==> config.mk <==
export PLATFORM = sky130hd
export DESIGN_NAME = truth_table_sequencer
export DESIGN_NICKNAME = d
export VERILOG_FILES = /design/src/rtl/tt_pkg.sv /design/src/rtl/tt_settle_timer.sv /design/src/rtl/truth_table_sequencer.sv
export SDC_FILE = /design/constraint.sdc
export NUM_CORES = 1
export LEC_CHECK = 0
export ABC_CLOCK_PERIOD_IN_PS = 5900
export BUFFER_PORTS_ARGS = -buffer_cell sky130_fd_sc_hd__buf_2
export CAP_MARGIN = 20
export CORE_UTILIZATION = 29
export CTS_CLUSTER_SIZE = 8
export DETAILED_ROUTE_END_ITERATION = 10
export GPL_TIMING_DRIVEN = 0
export HOLD_SLACK_MARGIN = 0.02
export PLACE_DENSITY_LB_ADDON = 0.15
export SLEW_MARGIN = 40
export SYNTH_ARGS = -nofsm -noshare
export SYNTH_HDL_FRONTEND = slang
export SYNTH_SLANG_ARGS = --single-unit
==> constraint.sdc <==
create_clock -name clk -period 5.9 [get_ports clk]
set_clock_uncertainty 0.1 [all_clocks]
set_input_delay 0.59 -clock clk [delete_from_list [all_inputs] [get_ports clk]]
set_output_delay 0.59 -clock clk [all_outputs]
set_load 0.02 [all_outputs]
==> src/rtl/tt_pkg.sv <==
// Purpose: shared constants and state encoding for the truth-table sequencer.
// Latency: none (declarations only).
// Backpressure: none.
package tt_pkg;

    // Number of input vectors in one sweep and the width of the vector index.
    localparam int NUM_VECTORS = 16;
    localparam int IDX_W       = 4;

    // Width of the settle down-counter; SETTLE_CYCLES is limited to 1..15.
    localparam int SETTLE_W    = 4;

    typedef enum logic [1:0] {
        ST_IDLE   = 2'd0,
        ST_APPLY  = 2'd1,
        ST_SAMPLE = 2'd2,
        ST_DONE   = 2'd3
    } tt_state_e;

endpackage

==> src/rtl/tt_settle_timer.sv <==
// Purpose: loadable down-counter timing how long each vector is held before sampling.
// Latency: expired rises SETTLE_CYCLES-1 enabled cycles after load (i.e. in the last hold cycle).
// Backpressure: none; counting is gated by en only.
//
// Ports:
//   clk, rst   clock and synchronous active-high reset
//   load       reload the counter (takes effect on the next edge)
//   en         decrement while the counter is non-zero
//   expired    counter is at zero: the current cycle is the last hold cycle
module tt_settle_timer
    import tt_pkg::*;
#(
    parameter int SETTLE_CYCLES = 2
) (
    input  logic clk,
    input  logic rst,
    input  logic load,
    input  logic en,
    output logic expired
);

    // Loading SETTLE_CYCLES-1 makes the zero count coincide with the final
    // hold cycle, so the caller moves on exactly SETTLE_CYCLES cycles after entry.
    localparam logic [SETTLE_W-1:0] LOAD_VAL = SETTLE_W'(SETTLE_CYCLES - 1);

    logic [SETTLE_W-1:0] cnt_q;
    logic [SETTLE_W-1:0] cnt_d;

    always_comb begin
        cnt_d = cnt_q;
        if (load) begin
            cnt_d = LOAD_VAL;
        end else if (en && (cnt_q != '0)) begin
            cnt_d = cnt_q - SETTLE_W'(1);
        end
    end

    always_ff @(posedge clk) begin
        if (rst) begin
            cnt_q <= '0;
        end else begin
            cnt_q <= cnt_d;
        end
    end

    assign expired = (cnt_q == '0);

endmodule

==> src/rtl/truth_table_sequencer.sv <==
// Purpose: sweeps all 16 {a,b,c,d} vectors into two external function units and records their truth tables.
// Latency: done pulses 16*(SETTLE_CYCLES+1) cycles after the edge that accepts start.
// Backpressure: start is ignored unless idle (no queuing); abort ends a sweep at the next edge.
//
// Ports:
//   clk, rst                 clock and synchronous active-high reset
//   start, abort             sweep request (idle only) and sweep termination (busy only)
//   a, b, c, d               applied vector, a = MSB of index; zero when not sweeping
//   fn_x, fn_y               outputs of the NAND-form and NOR-form function units
//   busy, done               sweep in progress / one-cycle completion pulse
//   table_x, table_y         captured truth tables, bit i = function value at index i
//   mismatch_cnt             number of indices where fn_x != fn_y
//   first_mm_valid/_idx      lowest mismatching index, valid once any mismatch is seen
module truth_table_sequencer
    import tt_pkg::*;
#(
    parameter int SETTLE_CYCLES = 2
) (
    input  logic             clk,
    input  logic             rst,
    input  logic             start,
    input  logic             abort,
    output logic             a,
    output logic             b,
    output logic             c,
    output logic             d,
    input  logic             fn_x,
    input  logic             fn_y,
    output logic             busy,
    output logic             done,
    output logic [15:0]      table_x,
    output logic [15:0]      table_y,
    output logic [4:0]       mismatch_cnt,
    output logic             first_mm_valid,
    output logic [IDX_W-1:0] first_mm_idx
);

    localparam logic [IDX_W-1:0] LAST_IDX = IDX_W'(NUM_VECTORS - 1);

    tt_state_e              state_q, state_d;
    logic [IDX_W-1:0]       idx_q, idx_d;
    logic [IDX_W-1:0]       vec_q, vec_d;
    logic                   busy_q, busy_d;
    logic                   done_q, done_d;
    logic [NUM_VECTORS-1:0] tx_q, tx_d;
    logic [NUM_VECTORS-1:0] ty_q, ty_d;
    logic [4:0]             mm_cnt_q, mm_cnt_d;
    logic                   fmv_q, fmv_d;
    logic [IDX_W-1:0]       fmi_q, fmi_d;

    logic                   timer_load;
    logic                   timer_en;
    logic                   timer_expired;

    // The timer is reloaded on every entry into APPLY (from IDLE or SAMPLE)
    // and only runs while a vector is being held.
    assign timer_load = (state_d == ST_APPLY) && (state_q != ST_APPLY);
    assign timer_en   = (state_q == ST_APPLY);

    tt_settle_timer #(
        .SETTLE_CYCLES (SETTLE_CYCLES)
    ) u_settle_timer (
        .clk     (clk),
        .rst     (rst),
        .load    (timer_load),
        .en      (timer_en),
        .expired (timer_expired)
    );

    always_comb begin
        state_d  = state_q;
        idx_d    = idx_q;
        tx_d     = tx_q;
        ty_d     = ty_q;
        mm_cnt_d = mm_cnt_q;
        fmv_d    = fmv_q;
        fmi_d    = fmi_q;

        unique case (state_q)
            ST_IDLE: begin
                if (start) begin
                    state_d  = ST_APPLY;
                    idx_d    = '0;
                    tx_d     = '0;
                    ty_d     = '0;
                    mm_cnt_d = '0;
                    fmv_d    = 1'b0;
                    fmi_d    = '0;
                end
            end
            ST_APPLY: begin
                if (abort) begin
                    state_d = ST_IDLE;
                end else if (timer_expired) begin
                    state_d = ST_SAMPLE;
                end
            end
            ST_SAMPLE: begin
                // abort wins over the capture: partial results stay as they were.
                if (abort) begin
                    state_d = ST_IDLE;
                end else begin
                    tx_d[idx_q] = fn_x;
                    ty_d[idx_q] = fn_y;
                    if (fn_x != fn_y) begin
                        // At most 16 increments per sweep, so 5 bits never wrap.
                        mm_cnt_d = mm_cnt_q + 5'd1;
                        if (!fmv_q) begin
                            fmv_d = 1'b1;
                            fmi_d = idx_q;
                        end
                    end
                    if (idx_q == LAST_IDX) begin
                        state_d = ST_DONE;
                    end else begin
                        idx_d   = idx_q + IDX_W'(1);
                        state_d = ST_APPLY;
                    end
                end
            end
            ST_DONE: begin
                state_d = ST_IDLE;
            end
            default: begin
                state_d = ST_IDLE;
            end
        endcase

        // Outputs are registered from the next state so they line up with it.
        // The vector stays applied through SAMPLE so the units are still settled.
        busy_d = (state_d == ST_APPLY) || (state_d == ST_SAMPLE);
        done_d = (state_d == ST_DONE);
        vec_d  = busy_d ? idx_d : '0;
    end

    always_ff @(posedge clk) begin
        if (rst) begin
            state_q  <= ST_IDLE;
            idx_q    <= '0;
            vec_q    <= '0;
            busy_q   <= 1'b0;
            done_q   <= 1'b0;
            tx_q     <= '0;
            ty_q     <= '0;
            mm_cnt_q <= '0;
            fmv_q    <= 1'b0;
            fmi_q    <= '0;
        end else begin
            state_q  <= state_d;
            idx_q    <= idx_d;
            vec_q    <= vec_d;
            busy_q   <= busy_d;
            done_q   <= done_d;
            tx_q     <= tx_d;
            ty_q     <= ty_d;
            mm_cnt_q <= mm_cnt_d;
            fmv_q    <= fmv_d;
            fmi_q    <= fmi_d;
        end
    end

    assign {a, b, c, d}   = vec_q;
    assign busy           = busy_q;
    assign done           = done_q;
    assign table_x        = tx_q;
    assign table_y        = ty_q;
    assign mismatch_cnt   = mm_cnt_q;
    assign first_mm_valid = fmv_q;
    assign first_mm_idx   = fmi_q;

endmodule

==> run metrics, run 1 <==
power per cell area=241 nW/um^2; fraction of registers with async set/reset=0%; Crit path top cell by count=ha_1; reg-to-reg critical path endpoint=vec_q[3]$_SDFF_PP0_; crit path launch=u_settle_timer.cnt_q[0]$_SDFFE_PP0P_; wire per inst=15.5 um; vias in the first global route=2567; Overall Global Routing Usage=16.8%; Hold WC Path Type=register to register; number of buffers created by CTS=9; fin crit share=38.4%; GR Overflow Total=0; core area=8850 sq um; Worst-path clk slew=0.07 ns; crit-path cells=inv_1 -> ha_1 -> or3b_1 -> and2_4 -> nand3b_1 -> nand2_1 -> ha_1 -> nor4_1; outcome=finished with violations; Rows=34; final net count=397; # IOs=54; FILL cells=962; vias=2515; total power=0.785 mW; TritonCTS clock tree=built; Mapped Cells=319; Via density=5.07; hold depth=2; Worst EP arrival=2.39 ns; critical path's top delay family=simple AND/OR/NAND/NOR gates; Slew @ Worst Pin=0.569 ns; antenna cells=0; post-synthesis register bit count=58; Worst setup EP type=register; R2R setup slack=3.63 ns; Tmin final=2.27 ns; crit path kind=register to register; cts hold-fix bufs=0; worst path bufs/invs=1; HP Start=table_x[10]$_SDFFE_PP0P_; CTS root buffer=clkbuf_8; Crit Path Max Fanout=5; post-CTS resize count=0; CTS sink count=58; final slew viol count=0; routed wire length=7680 um; antenna viol nets, final=0; Final Hold Vio Count=0; first-pass GRT wire length=12700 um; LEAKAGE=1.32 nW; FF-to-FF Start=u_settle_timer.cnt_q[0]$_SDFFE_PP0P_; synthesized area=2690 sq um; syn_nets=333; gp weighted congestion=0.762; Worst setup SP type=register; initial antenna violation count=0; CP max stage cell=or3b_1; reg2reg path depth=8; area delta synth->final=21.0%; failing checks=design-rule violations; CP peak stage delay=0.41 ns; Bufs on Longest Clock Path=2; die height=98.3 um; Die W=98.3 um; CP endpoint=vec_q[3]$_SDFF_PP0_; Initial Util=30.4%; worst vdd ir=0.131 mV; Hold WS=0.373 ns; Synth Flop Type=dfxtp_1; # DRC=5; 1st-pass router iterations=7; clock latency on the worst-skew pair=0.34 ns; Die Footprint=9660 sq um; postcts setup bufs=0; sequential-to-total area share from yosys stat=43.2%; Post-synth EDFFs=0; Max Cap Violations=0; cell count along the critical path=8; CP required=6.02 ns; DR iter-0 viols=107; Netlist cell types=49; fmax=0.441 GHz; Final setup viols=0; Max H-tree Level=3; Fin Setup TNS=0 ns; yosys warns=0; port buffer count=53; Slew Limit Headroom=62.1%; largest net degree at the start of global routing=11; DP HPWL=5410 um; syn_area_per_cell=8.43 sq um; layout cells sized above 1=22.7%; RSZ-0062 raised after global routing=no
==> layout make-up <==
| class | count | area [sq um] | area share, % |
|---|---|---|---|
| flip-flops and latches | 58 | 1160 | 35.7 |
| clock inverters | 3 | 15.0 | 0.462 |
| well taps | 108 | 135 | 4.15 |
| clock buffers | 13 | 149 | 4.58 |
| repair buffers | 53 | 265 | 8.15 |
| multi-input cells | 231 | 1390 | 42.7 |
| inverters | 6 | 22.5 | 0.692 |
| plain buffers | 24 | 118 | 3.62 |
==> kinds of logic (layout without fill, tap and decap cells) <==
logic type	Yosys count	count (layout)	share of synthesized area [%]
xor+xnor	3	3	1.26
buf+inv	30	99	5.21
simple gates	121	121	25.2
mux	6	6	2.33
compound gates	93	93	19.1
flops	58	58	43.2
fa+ha+maj	8	8	3.72
==> report_power, final <==
group          switching, mW  internal [mW]  total [mW]
sequential           0.00343          0.396       0.399
clock                  0.159          0.162       0.322
combinational         0.0428         0.0219      0.0646
total                  0.206          0.580       0.785
==> tightest hold or removal path: stages (launching register included) <==
cell	delay, ns
dfxtp_1	0.32
nand2_1	0.05
a21oi_1	0.05
==> placed cells by master (no fill, tap or decap), types with 2 or more instances in the layout <==
master,count
buf_4,2
clkinv_2,3
nand2_1,21
mux2i_1,4
nand2b_1,7
nor3_1,4
ha_1,8
or3b_1,2
buf_2,62
nand3_1,17
mux2_2,2
clkbuf_1,14
and2_0,2
nand4_1,7
nand3b_1,8
a21oi_1,44
nor2_1,25
inv_1,6
or3_1,3
clkbuf_8,10
a31oi_1,14
xor2_1,2
and2_1,4
dfxtp_1,58
nand4bb_1,2
o21ai_0,26
nor2b_1,7
==> synthesized netlist by cell type (2+ instances only) <==
cell       number  area share, %
a21oi_1        44            8.2
a31oi_1        14            3.3
and2_0          2           0.47
and2_1          4           0.93
buf_2           9            1.7
buf_4           2           0.56
clkbuf_1       11            1.5
dfxtp_1        58             43
ha_1            8            3.7
inv_1           6           0.84
mux2_2          2           0.84
mux2i_1         4            1.5
nand2_1        21            2.9
nand2b_1        7            1.6
nand3_1        17            3.2
nand3b_1        8            2.2
nand4_1         7            1.6
nand4bb_1       2           0.84
nor2_1         25            3.5
nor2b_1         7            1.6
nor3_1          4           0.74
o21ai_0        26            4.8
or3_1           3           0.70
or3b_1          2           0.65
xor2_1          2           0.65
==> metal layers <==
layer / track usage, % / vias to the layer above / wire length, um / part of all wire [%]
met1: 22.1 / 1182 / 3790 / 49
li1: - / 1264 / - / -
met4: 6.08 / 0 / 82 / 1.1
met3: 4.01 / 10 / 323 / 4.2
met2: 26.8 / 59 / 3480 / 45
met5: 0 / - / 0 / 0
==> flip-flops by register name, indices dropped and copies added (netlist names), 2 cells and up <==
| name | flops |
|---|---|
| table_y | 16 |
| table_x | 16 |
| state_q | 2 |
| idx_q | 4 |
| mismatch_cnt | 5 |
| u_settle_timer.cnt_q | 4 |
| vec_q | 4 |
| first_mm_idx | 4 |
==> through the flow <==
step / setup WS [ns] / std cells / area [sq um] / utilization [%]
final: 3.63 / 496 / 3250 / 36.8
after global routing: 3.42 / 496 / 3250 / 36.8
after CTS: 3.61 / 496 / 3250 / 36.8
after detailed placement: 3.41 / 480 / 3090 / 34.9
after global placement: 3.41 / 480 / 3090 / 34.9
after floorplan: 3.96 / 319 / 2690 / -
==> worst min path at each step <==
stage,slack (ns),endpoint
finish,0.37,table_x[10]$_SDFFE_PP0P_
global route,0.39,table_x[10]$_SDFFE_PP0P_
global placement,0.36,table_x[11]$_SDFFE_PP0P_
detailed placement,0.37,table_x[5]$_SDFFE_PP0P_
CTS,0.38,table_x[5]$_SDFFE_PP0P_
floorplan,0.34,u_settle_timer.cnt_q[0]$_SDFFE_PP0P_
Note: power is estimated with default switching activity, not from simulation.
==> run 2: changes to the inputs <==
ABC_CLOCK_PERIOD_IN_PS = 2350   (was 5900)
clock period = 2.35 ns   (was 5.9 ns; I/O delays follow)
==> run 2 against run 1 <==
The flow still finishes with violations (design-rule violations). Worst hold slack worse by 0.27 ns. Fmax is 4.6% higher. Count of clock-buffer cells in the layout stayed put. Global-route usage stayed put. Sequential share of layout area is 0.096 points lower. Critical path type unchanged. Highest routed layer unchanged.
==> run metrics, run 2 (synthesized netlist as in run 1, its figures left out) <==
met2 wire length=3430 um (-1.6%); Via density=5.13 (+1.1%); most common cell after layout, fill and taps aside=buf_2; met3 wire length=341 um (+5.6%); DR iter-0 viols=107 (unchanged); worst vdd ir=0.330 mV (+150%); area delta synth->final=21.3%; Fin Setup TNS=0 ns (unchanged); gp weighted congestion=0.762 (unchanged); largest net degree at the start of global routing=11 (unchanged); Worst-path clk slew=0.07 ns (about the same); fin crit share=92.3% (+54 points); CTS root buffer=clkbuf_8; core area=8850 sq um (unchanged); CTS sink count=58 (unchanged); die height=98.3 um (unchanged); DP HPWL=5410 um (unchanged); crit path kind=register to register; wire per inst=15.6 um (+0.64%); switch share=26.4% (+0.25 points); FF-to-FF Start=u_settle_timer.cnt_q[0]$_SDFFE_PP0P_; Worst setup EP type=register; Worst setup SP type=register; TritonCTS clock tree=built; vias in the first global route=2567 (unchanged); Die Footprint=9660 sq um (unchanged); worst slack at placement=0.0832 ns (-3.33 ns); final net count=397 (unchanged); Max H-tree Level=3 (unchanged); layout cells sized above 1=23.2% (+0.52 points); Reg power frac=50.6% (-0.2 points); Rows=34 (unchanged); number of buffers created by CTS=9 (unchanged); failing checks=design-rule violations; port buffer count=53 (unchanged); 1st-pass router iterations=7 (unchanged); Initial Util=30.4% (unchanged); Overall Global Routing Usage=16.8% (unchanged); FILL cells=963 (+0.10%); Slew @ Worst Pin=0.569 ns (+0.000326 ns); Hold Path End=table_y[15]$_SDFFE_PP0P_; R2R setup slack=0.18 ns (-3.45 ns); setup ws final=0.182 ns (-3.45 ns); antenna cells=0 (unchanged); Max Cap Violations=0 (unchanged); RSZ-0062 raised after global routing=no; Clk pwr share=41.0% (about the same); Final setup viols=0 (unchanged); Crit Path Max Fanout=5 (unchanged); HP Start=fn_y; Logic pwr share=8.3% (about the same); LEAKAGE=1.32 nW (about the same); DR top layer=met4; FF/Latch Area=1160 sq um (unchanged); power per cell area=607 nW/um^2 (+150%); first-pass GRT wire length=12700 um (unchanged); CP required=2.49 ns (-3.53 ns); sw power=0.523 mW (+150%); initial antenna violation count=0 (unchanged); multi-input combinational cell area=1400 sq um (+0.63%); Die W=98.3 um (unchanged); routed wire length=7730 um (+0.64%); # DRC=5 (unchanged); antenna viol nets, final=0 (unchanged); vias=2542 (+1.1%); Hold WC Path Type=input pin to register; reg-to-reg critical path endpoint=vec_q[0]$_SDFF_PP0_; Final Hold Vio Count=0 (unchanged); cts hold-fix bufs=0 (unchanged); clock latency on the worst-skew pair=0.34 ns (about the same); # IOs=54 (unchanged); fmax=0.461 GHz (+4.6%); GR Overflow Total=0 (unchanged); outcome=finished with violations; Slew Limit Headroom=62.0% (about the same); final slew viol count=0 (unchanged); P_int=1.46 mW (+150%); Tmin final=2.17 ns (-0.100 ns); hold depth=3 (+1); Worst EP arrival=2.31 ns (-0.08 ns); reg2reg path depth=9 (+1); routed length on met1=3840 um (+1.2%); Bufs on Longest Clock Path=2 (unchanged); commonest non-fill, non-tap cells in the layout=buf_2, dfxtp_1, a21oi_1, o21ai_0, nor2_1
-- run 2: cell counts in the layout (fill, tap and decap cells not counted) --
No cell type changed its count.
-- run 2: worst max path at each step --
stage | from | to | slack (ns) | cells past startpoint
2_1_floorplan | u_settle_timer.cnt_q[0]$_SDFFE_PP0P_ | vec_q[3]$_SDFF_PP0_ | 0.41 | 8
3_5_place_dp | u_settle_timer.cnt_q[0]$_SDFFE_PP0P_ | vec_q[3]$_SDFF_PP0_ | 0.08 | 8
3_3_place_gp | u_settle_timer.cnt_q[0]$_SDFFE_PP0P_ | vec_q[3]$_SDFF_PP0_ | 0.10 | 8
4_1_cts | u_settle_timer.cnt_q[0]$_SDFFE_PP0P_ | vec_q[3]$_SDFF_PP0_ | 0.06 | 8
5_1_grt | u_settle_timer.cnt_q[0]$_SDFFE_PP0P_ | vec_q[0]$_SDFF_PP0_ | 0.05 | 9
6_report | u_settle_timer.cnt_q[0]$_SDFFE_PP0P_ | vec_q[0]$_SDFF_PP0_ | 0.18 | 9
-- run 2: worst max-delay path: stages, from the launching register on --
cell      delay [ns]
dfxtp_1         0.32
inv_1           0.07
ha_1            0.17
or3b_1          0.41
and2_4          0.18
nand3b_1        0.10
nand2_1         0.09
ha_2            0.40
nor2_1          0.06
and2_1          0.15
-- run 2: metrics by stage --
stage	instance area (sq um)	power (mW)	instances	utilization [%]	hold slack, ns
after detailed placement	3090	1.19	480	34.9	0.368
final	3260	1.98	496	36.9	0.104
after global placement	3090	1.19	480	34.9	0.364
after CTS	3250	2.00	496	36.8	0.0877
after global routing	3260	2.05	496	36.9	0.118
after floorplan	2690	1.13	319	-	0.275
-- run 2: final cells by class --
type	instances	area share (%)
timing repair buffer	53	8.13
multi-input combinational	231	42.8
clock buffer	13	4.56
clock inverter	3	0.460
buffer	24	3.61
tap	108	4.14
inverter	6	0.690
sequential	58	35.6
-- run 2: metal layers --
layer / global-route usage (%) / vias up
li1: - / 1265
met1: 22.1 / 1201
met2: 26.8 / 63
met3: 4.01 / 13
met4: 6.08 / 0
met5: 0 / -
-- run 2: power by group through the flow --
stage	Combinational, mW	Sequential (mW)	Clock (mW)
after global placement	0.162	1.02	0
after detailed placement	0.164	1.02	0
after floorplan	0.108	1.03	0
after CTS	0.165	1.00	0.833
final	0.165	1.00	0.813
after global routing	0.184	1.00	0.862
-- run 2: timing repair --
item / 4_1_cts / 5_1_grt
endpoints found under the setup margin: 0 / 1
buffers inserted: 0 / 0
resized for setup: 0 / 2
